### src/rtl/pipe_stage_reg_if.sv
// Stage-boundary bus for pipe_stage_reg.
// master drives the upstream slot and the stall/flush controls; slave is the register stage.
interface pipe_stage_reg_if #(
  parameter int DATA_W = 96,
  parameter int CTRL_W = 8,
  parameter int DEPTH  = 1,
  parameter int BCNT_W = 16
);
  logic                           in_valid;
  logic [CTRL_W-1:0]              in_ctrl;
  logic [DATA_W-1:0]              in_data;
  logic                           stall;
  logic                           flush;
  logic                           out_valid;
  logic [CTRL_W-1:0]              out_ctrl;
  logic [DATA_W-1:0]              out_data;
  logic [$clog2(DEPTH+1)-1:0]     occupancy;
  logic [BCNT_W-1:0]              bubble_cnt;

  modport master (
    output in_valid, in_ctrl, in_data, stall, flush,
    input  out_valid, out_ctrl, out_data, occupancy, bubble_cnt
  );

  modport slave (
    input  in_valid, in_ctrl, in_data, stall, flush,
    output out_valid, out_ctrl, out_data, occupancy, bubble_cnt
  );
endinterface

### src/rtl/pipe_stage_reg.sv
// DEPTH-deep pipeline stage register with valid bits, stall/flush, control gating,
// occupancy tracking and a saturating output-bubble counter.
module pipe_stage_reg #(
  parameter int DATA_W = 96,
  parameter int CTRL_W = 8,
  parameter int DEPTH  = 1,
  parameter int BCNT_W = 16
) (
  input  logic             clk,
  input  logic             rst,
  pipe_stage_reg_if.slave  bus
);

  localparam int OCC_W = $clog2(DEPTH+1);

  logic              vld_p  [DEPTH];
  logic [CTRL_W-1:0] ctrl_p [DEPTH];
  logic [DATA_W-1:0] data_p [DEPTH];
  logic [OCC_W-1:0]  occ_q;
  logic [OCC_W-1:0]  occ_next;
  logic [BCNT_W-1:0] bcnt_q;
  logic              bubble_edge;

  function automatic logic [BCNT_W-1:0] sat_inc(input logic [BCNT_W-1:0] v);
    return (&v) ? v : v + 1'b1;
  endfunction

  // On an advance one slot enters at the head and one leaves at the tail.
  always_comb begin
    occ_next = occ_q + OCC_W'(bus.in_valid) - OCC_W'(vld_p[DEPTH-1]);
  end

  // Any edge that is not a pure stall counts as a bubble when the output slot is empty.
  assign bubble_edge = (!bus.stall || bus.flush) && !vld_p[DEPTH-1];

  always_ff @(posedge clk or posedge rst) begin
    if (rst) begin
      for (int k = 0; k < DEPTH; k++) begin
        vld_p[k]  <= 1'b0;
        ctrl_p[k] <= '0;
        data_p[k] <= '0;
      end
      occ_q  <= '0;
      bcnt_q <= '0;
    end else begin
      if (bubble_edge) bcnt_q <= sat_inc(bcnt_q);
      if (bus.flush) begin
        // Payload is left in place; only the slot state is killed.
        for (int k = 0; k < DEPTH; k++) begin
          vld_p[k]  <= 1'b0;
          ctrl_p[k] <= '0;
        end
        occ_q <= '0;
      end else if (!bus.stall) begin
        vld_p[0]  <= bus.in_valid;
        ctrl_p[0] <= bus.in_valid ? bus.in_ctrl : '0;
        data_p[0] <= bus.in_data;
        for (int k = 1; k < DEPTH; k++) begin
          vld_p[k]  <= vld_p[k-1];
          ctrl_p[k] <= ctrl_p[k-1];
          data_p[k] <= data_p[k-1];
        end
        occ_q <= occ_next;
      end
    end
  end

  assign bus.out_valid  = vld_p[DEPTH-1];
  assign bus.out_ctrl   = ctrl_p[DEPTH-1];
  assign bus.out_data   = data_p[DEPTH-1];
  assign bus.occupancy  = occ_q;
  assign bus.bubble_cnt = bcnt_q;

endmodule

### src/flat_wrapper.sv
// flat-port wrapper written by rule: the top's interface ports become plain ports
module pipe_stage_reg_flat 
#(
  parameter int DATA_W = 96,
  parameter int CTRL_W = 8,
  parameter int DEPTH  = 1,
  parameter int BCNT_W = 16
)
  (clk, rst, bus_in_valid, bus_in_ctrl, bus_in_data, bus_stall, bus_flush, bus_out_valid, bus_out_ctrl, bus_out_data, bus_occupancy, bus_bubble_cnt);
  pipe_stage_reg_if #(.DATA_W(DATA_W), .CTRL_W(CTRL_W), .DEPTH(DEPTH), .BCNT_W(BCNT_W)) bus_i ();
  input  logic clk;
  input  logic rst;
  input wire logic [$bits(bus_i.in_valid)-1:0] bus_in_valid;
  input wire logic [$bits(bus_i.in_ctrl)-1:0] bus_in_ctrl;
  input wire logic [$bits(bus_i.in_data)-1:0] bus_in_data;
  input wire logic [$bits(bus_i.stall)-1:0] bus_stall;
  input wire logic [$bits(bus_i.flush)-1:0] bus_flush;
  output wire logic [$bits(bus_i.out_valid)-1:0] bus_out_valid;
  output wire logic [$bits(bus_i.out_ctrl)-1:0] bus_out_ctrl;
  output wire logic [$bits(bus_i.out_data)-1:0] bus_out_data;
  output wire logic [$bits(bus_i.occupancy)-1:0] bus_occupancy;
  output wire logic [$bits(bus_i.bubble_cnt)-1:0] bus_bubble_cnt;
  assign bus_i.in_valid = bus_in_valid;
  assign bus_i.in_ctrl = bus_in_ctrl;
  assign bus_i.in_data = bus_in_data;
  assign bus_i.stall = bus_stall;
  assign bus_i.flush = bus_flush;
  assign bus_out_valid = bus_i.out_valid;
  assign bus_out_ctrl = bus_i.out_ctrl;
  assign bus_out_data = bus_i.out_data;
  assign bus_occupancy = bus_i.occupancy;
  assign bus_bubble_cnt = bus_i.bubble_cnt;
  pipe_stage_reg #(.DATA_W(DATA_W), .CTRL_W(CTRL_W), .DEPTH(DEPTH), .BCNT_W(BCNT_W)) u_core (.clk(clk), .rst(rst), .bus(bus_i));
endmodule
### config.mk
export PLATFORM = sky130hd
export DESIGN_NAME = pipe_stage_reg_flat
export DESIGN_NICKNAME = d
export VERILOG_FILES = /design/src/rtl/pipe_stage_reg_if.sv /design/src/rtl/pipe_stage_reg.sv /design/src/flat_wrapper.sv
export SDC_FILE = /design/constraint.sdc
export NUM_CORES = 1
export LEC_CHECK = 0
export BUFFER_PORTS_ARGS = -buffer_cell sky130_fd_sc_hd__buf_2
export CAP_MARGIN = 15
export CORE_AREA = 5 5 107 109
export CTS_BUF_LIST = sky130_fd_sc_hd__clkbuf_8
export DETAILED_ROUTE_END_ITERATION = 16
export DIE_AREA = 0 0 112 114
export PLACE_DENSITY_LB_ADDON = 0.15
export SLEW_MARGIN = 10
export SYNTH_ARGS = -nofsm -noshare
export SYNTH_HDL_FRONTEND = slang
export SYNTH_SLANG_ARGS = --single-unit
### constraint.sdc
create_clock -name clk -period 5.8 [get_ports clk]
set_input_delay 1.16 -clock clk [delete_from_list [all_inputs] [get_ports clk]]
set_output_delay 1.16 -clock clk [all_outputs]
set_load 0.05 [all_outputs]
==> Word level (Yosys, flattened, before mapping) <==
Index checks and enable logic that the tools add are counted.
{ "totals": {"latchBits": 0, "romBits": 0, "inputBits": 109, "memories": 0, "reg_bits": 122, "output_inout_bits": 122, "mem_bits_rw": 0} }
{ "op_classes": {"n_mul": 0, "muxes": 7, "add_sub_neg": 3, "order_cmp": 0, "div": 0, "reduce_logical": 7, "n_eq_ne": 1, "bitwise_logic": 3, "n_shift": 0} }
{ "op_table": {"columns": ["cell", "n"], "rows": [
  ["8-bit 2-to-1 mux", 3],
  ["16-bit by 1-bit adder with 16-bit output, second input constant", 1],
  ["16-bit AND reduction", 1],
  ["1-bit 2-to-1 mux", 4],
  ["2-bit AND reduction", 2],
  ["1-bit inverter", 3],
  ["1-bit zero test", 2],
  ["2-bit by 1-bit != test with 1-bit output, second input constant", 1],
  ["1-bit adder", 1],
  ["1-bit logical AND", 1],
  ["1-bit logical OR", 1],
  ["1-bit subtractor", 1]
]} }

==> Longest topological paths before layout <==
{ "depth": {"word_depth": 4, "ltp_mapped": 6} }

==> Worst setup path before layout <==
No wires, ideal clock.
{ "synth_timing": {"path_kind": "input to register", "start": "input port bus_stall", "end": "register u_core.bcnt_q[14] (netlist: u_core.bus.bubble_cnt[14])", "slack_ns": 3.311, "arrival_ns": 2.365, "n_path_buf": 0, "setup_ns": 0.125, "t_required_ns": 5.675, "path_stages": 4, "path_cell_list": "nor2b_1 or4b_4 nor3_1 mux2_2"} }
{ "synth_between": {"elab_chain_len": 4} }
{ "synth_rtl": {"columns": ["element", "line_no", "text"], "rows": [
  ["start, declared", "flat_wrapper.sv:16", "input wire logic [$bits(bus_i.stall)-1:0] bus_stall;"],
  ["1-bit zero test", "pipe_stage_reg.sv:34", "assign bubble_edge = (!bus.stall || bus.flush) && !vld_p[DEPTH-1];"],
  ["1-bit logical OR", "pipe_stage_reg.sv:34", null],
  ["1-bit logical AND", "pipe_stage_reg.sv:34", null],
  ["2-bit AND reduction (no line)", null, null],
  ["end signal, assigned", "pipe_stage_reg.sv:46", "if (bubble_edge) bcnt_q <= sat_inc(bcnt_q);"],
  ["end, declared", "pipe_stage_reg.sv:21", "logic [BCNT_W-1:0] bcnt_q;"]
]} }
Every way passes these cells.
A chain may end at the register's enable or synchronous reset.

==> Final worst setup path <==
Same ends and word-level chain as after synthesis.

==> flow_summary_export.csv <==
group,metric,value,unit
grt,grt_pass1_wl,18200,um
synth,syn_inst,334,
synth,synth_top_area_share,63.5,%
place,dp_slack,2930,ps
die,initial_core_util,45.8,%
clock_network,numCtsBuffers,17,
timing,fmax,0.408,GHz
clock_network,h-tree-depth,4,
die,rows,38,
detailed_routing,antenna_left,0,
timing,fin_crit,2450,ps
setup_path,critPathKind,"input pin to register",
status,outcome,"finished clean",
setup_path,crit_path_max_fanout,21,
timing,final.setup.worst_slack,3350,ps
timing,final_max_slew_viol_count,0,
final_layout,antenna_cells,0,
clock_network,cts-resized-gates,0,
setup_path,start_kind,"input pin",
clock_network,cts_hold_buf,0,
die,io-pin-count,231,
synth,syn_nets,444,
detailed_routing,wl_per_cell,16.1,um
grt,gr-usage-all-layers,18.4,%
final_layout,layout_commonest_cell,"buf_2",
synth,synth_area,4810,um^2
place,dp_hpwl,8710,um
place,placed_area,6100,um^2
detailed_routing,first_iter_violations,95,
final_layout,syn_to_final_growth,35.0,%
timing,finalCritPeriodShare,42.3,%
synth,synth.largest_area_cell,"dfrtp_1",
grt,grt_overflow,0,
timing,rsz0062_at_grt,"false",
final_layout,final_net_count,680,
power,ir_drop,0.000208,V
timing,fin_setup_tns,0,ps
synth,async_reset_ff_share,100,%
timing,fin_skew,6.03,ps
detailed_routing,drt_first_pass_iters,4,
power,leakage,3.19,nW
power,power_density,413,nW/um^2
clock_network,clk_latency,410,ps
clock_network,cts_root_buffer,"clkbuf_8",
synth,ys_ff_latch,122,
timing,setup_violations,0,
clock_network,clkTransAtPathRegs,70,ps
grt,grt_max_degree,77,
die,die_area,12800,um^2
grt,grt_antenna_before_repair,0,
final_layout,fin_util,61.8,%
detailed_routing,drc,0,
synth,ys_seq_area_share,63.5,%
clock_network,clk_path_buf_depth,2,
clock_network,postCtsSetupRepairBufs,0,
die,die_x,112,um
final_layout,finalInstanceArea,6490,um^2
clock_network,cts_tree,"yes",
detailed_routing,viasPerCell,4.81,
final_layout,drive_above_1_share,63.2,%
final_layout,final_cell_mix,"buf_2 (230), dfrtp_1 (122), mux2_2 (99)",
grt,grt_pass1_vias,3571,
job,max_cap_viol_count,0,
place,portBuffers,230,
synth,synthFlopType,"dfrtp_1",
timing,hold_slack,501,ps
synth,synthTopCellsByArea,"dfrtp_1 (63%), mux2_2 (23%), nor2_1 (1.8%), xor2_1 (1.1%), a21oi_1 (1.0%)",
synth,yosys.cell_types.count,37,
timing,hold_viol_final,0,
min_path,hold_class,"register to register",
timing,tightest_slew,923,ps
die,die_h,114,um
clock_network,cts_num_sinks,122,
setup_path,crit_arrival,2750,ps
synth,synth_edf_count,0,
setup_path,worstPathRequired,6100,ps
final_layout,fillers,886,
die,core_area,10500,um^2
detailed_routing,drt_wl_total,11600,um
detailed_routing,vias,3467,
synth,yosys_warnings,0,
timing,slew-limit-headroom,38.5,%
synth,synth.avg_cell_area,14.4,um^2
place,gp_congestion,0.775,
setup_path,critPathCaptureType,"register",
stage by stage:
| step | total power, W | std cells |
|---|---|---|
| after floorplan | 0.00173 | 334 |
| after global placement | 0.00194 | 691 |
| after detailed placement | 0.00196 | 691 |
| after CTS | 0.00272 | 721 |
| after global routing | 0.00281 | 721 |
| final | 0.00268 | 721 |
report_power, final:
group          total [W]  internal [W]  switching (W)
Sequential       0.00107      0.000980      0.0000937
Clock           0.000748      0.000436       0.000312
Combinational   0.000858      0.000233       0.000625
cell type report:
| cell class | instances | area [um^2] | share of cell area [%] |
|---|---|---|---|
| flip-flops and latches | 122 | 3050 | 47.0 |
| multi-input cells | 195 | 1690 | 26.1 |
| repair buffers | 233 | 1170 | 18.1 |
| clock buffers | 19 | 262 | 4.03 |
| well taps | 140 | 175 | 2.70 |
| clock inverters | 11 | 131 | 2.02 |
| inverters | 1 | 6.26 | 0.0963 |
metal layers:
layer / routed length [um] / track usage [%] / share of wire [%]
met5: 0 / 0 / 0
met1: 4280 / 20.6 / 37
met4: 132 / 6.17 / 1.1
met2: 6000 / 30.4 / 52
met3: 1160 / 9.44 / 10
final timing paths:
check	startpoint	end	slack, ps	cells after the start
min	u_core.bus.out_data[51]	u_core.bus.out_data[51]	500	1
max	bus_stall	u_core.bus.bubble_cnt[14]	3350	5
max in group asynchronous	rst	u_core.bus.out_data[22]	3680	3
max reg2reg	u_core.bus.bubble_cnt[0]	u_core.bus.bubble_cnt[14]	3720	5
min in group asynchronous	rst	u_core.bus.out_data[28]	950	2
min reg2reg	u_core.bus.out_data[51]	u_core.bus.out_data[51]	500	1
critical path: stages:
cell and delay [ps]:
buf_2 220, nor2b_1 220, or4b_4 600, nor3_1 190, mux2_2 360
kinds of logic (layout without fill, tap and decap cells):
kind of cell    after synthesis  after routing  share of synthesized area (%)
buf+inv                      17            264                           1.48
fa+ha+maj                     1              1                          0.260
mux                         100            100                           23.4
xor+xnor                     10             10                           1.82
simple gates                 67             67                           7.47
flops                       122            122                           63.5
compound gates               17             17                           2.11
registers in the layout, summed over array words and instances, names as in the netlist:
register	flops
u_core.bus.occupancy	1
u_core.bus.bubble_cnt	16
u_core.bus.out_data	96
u_core.bus.out_ctrl	8
u_core.bus.out_valid	1
synth_stat cells (2+ instances only):
library cell  instances
nor4_1                2
o21ai_0               3
buf_2                 5
nand2_1              13
dfrtp_1             122
nand3_1               6
nor3_1                5
clkbuf_1              9
or3_1                 2
nand4_1               3
xor2_1                6
nor2_1               23
mux2_2               99
a21oi_1              10
xnor2_1               4
Note: power is estimated with default switching activity, not from simulation.
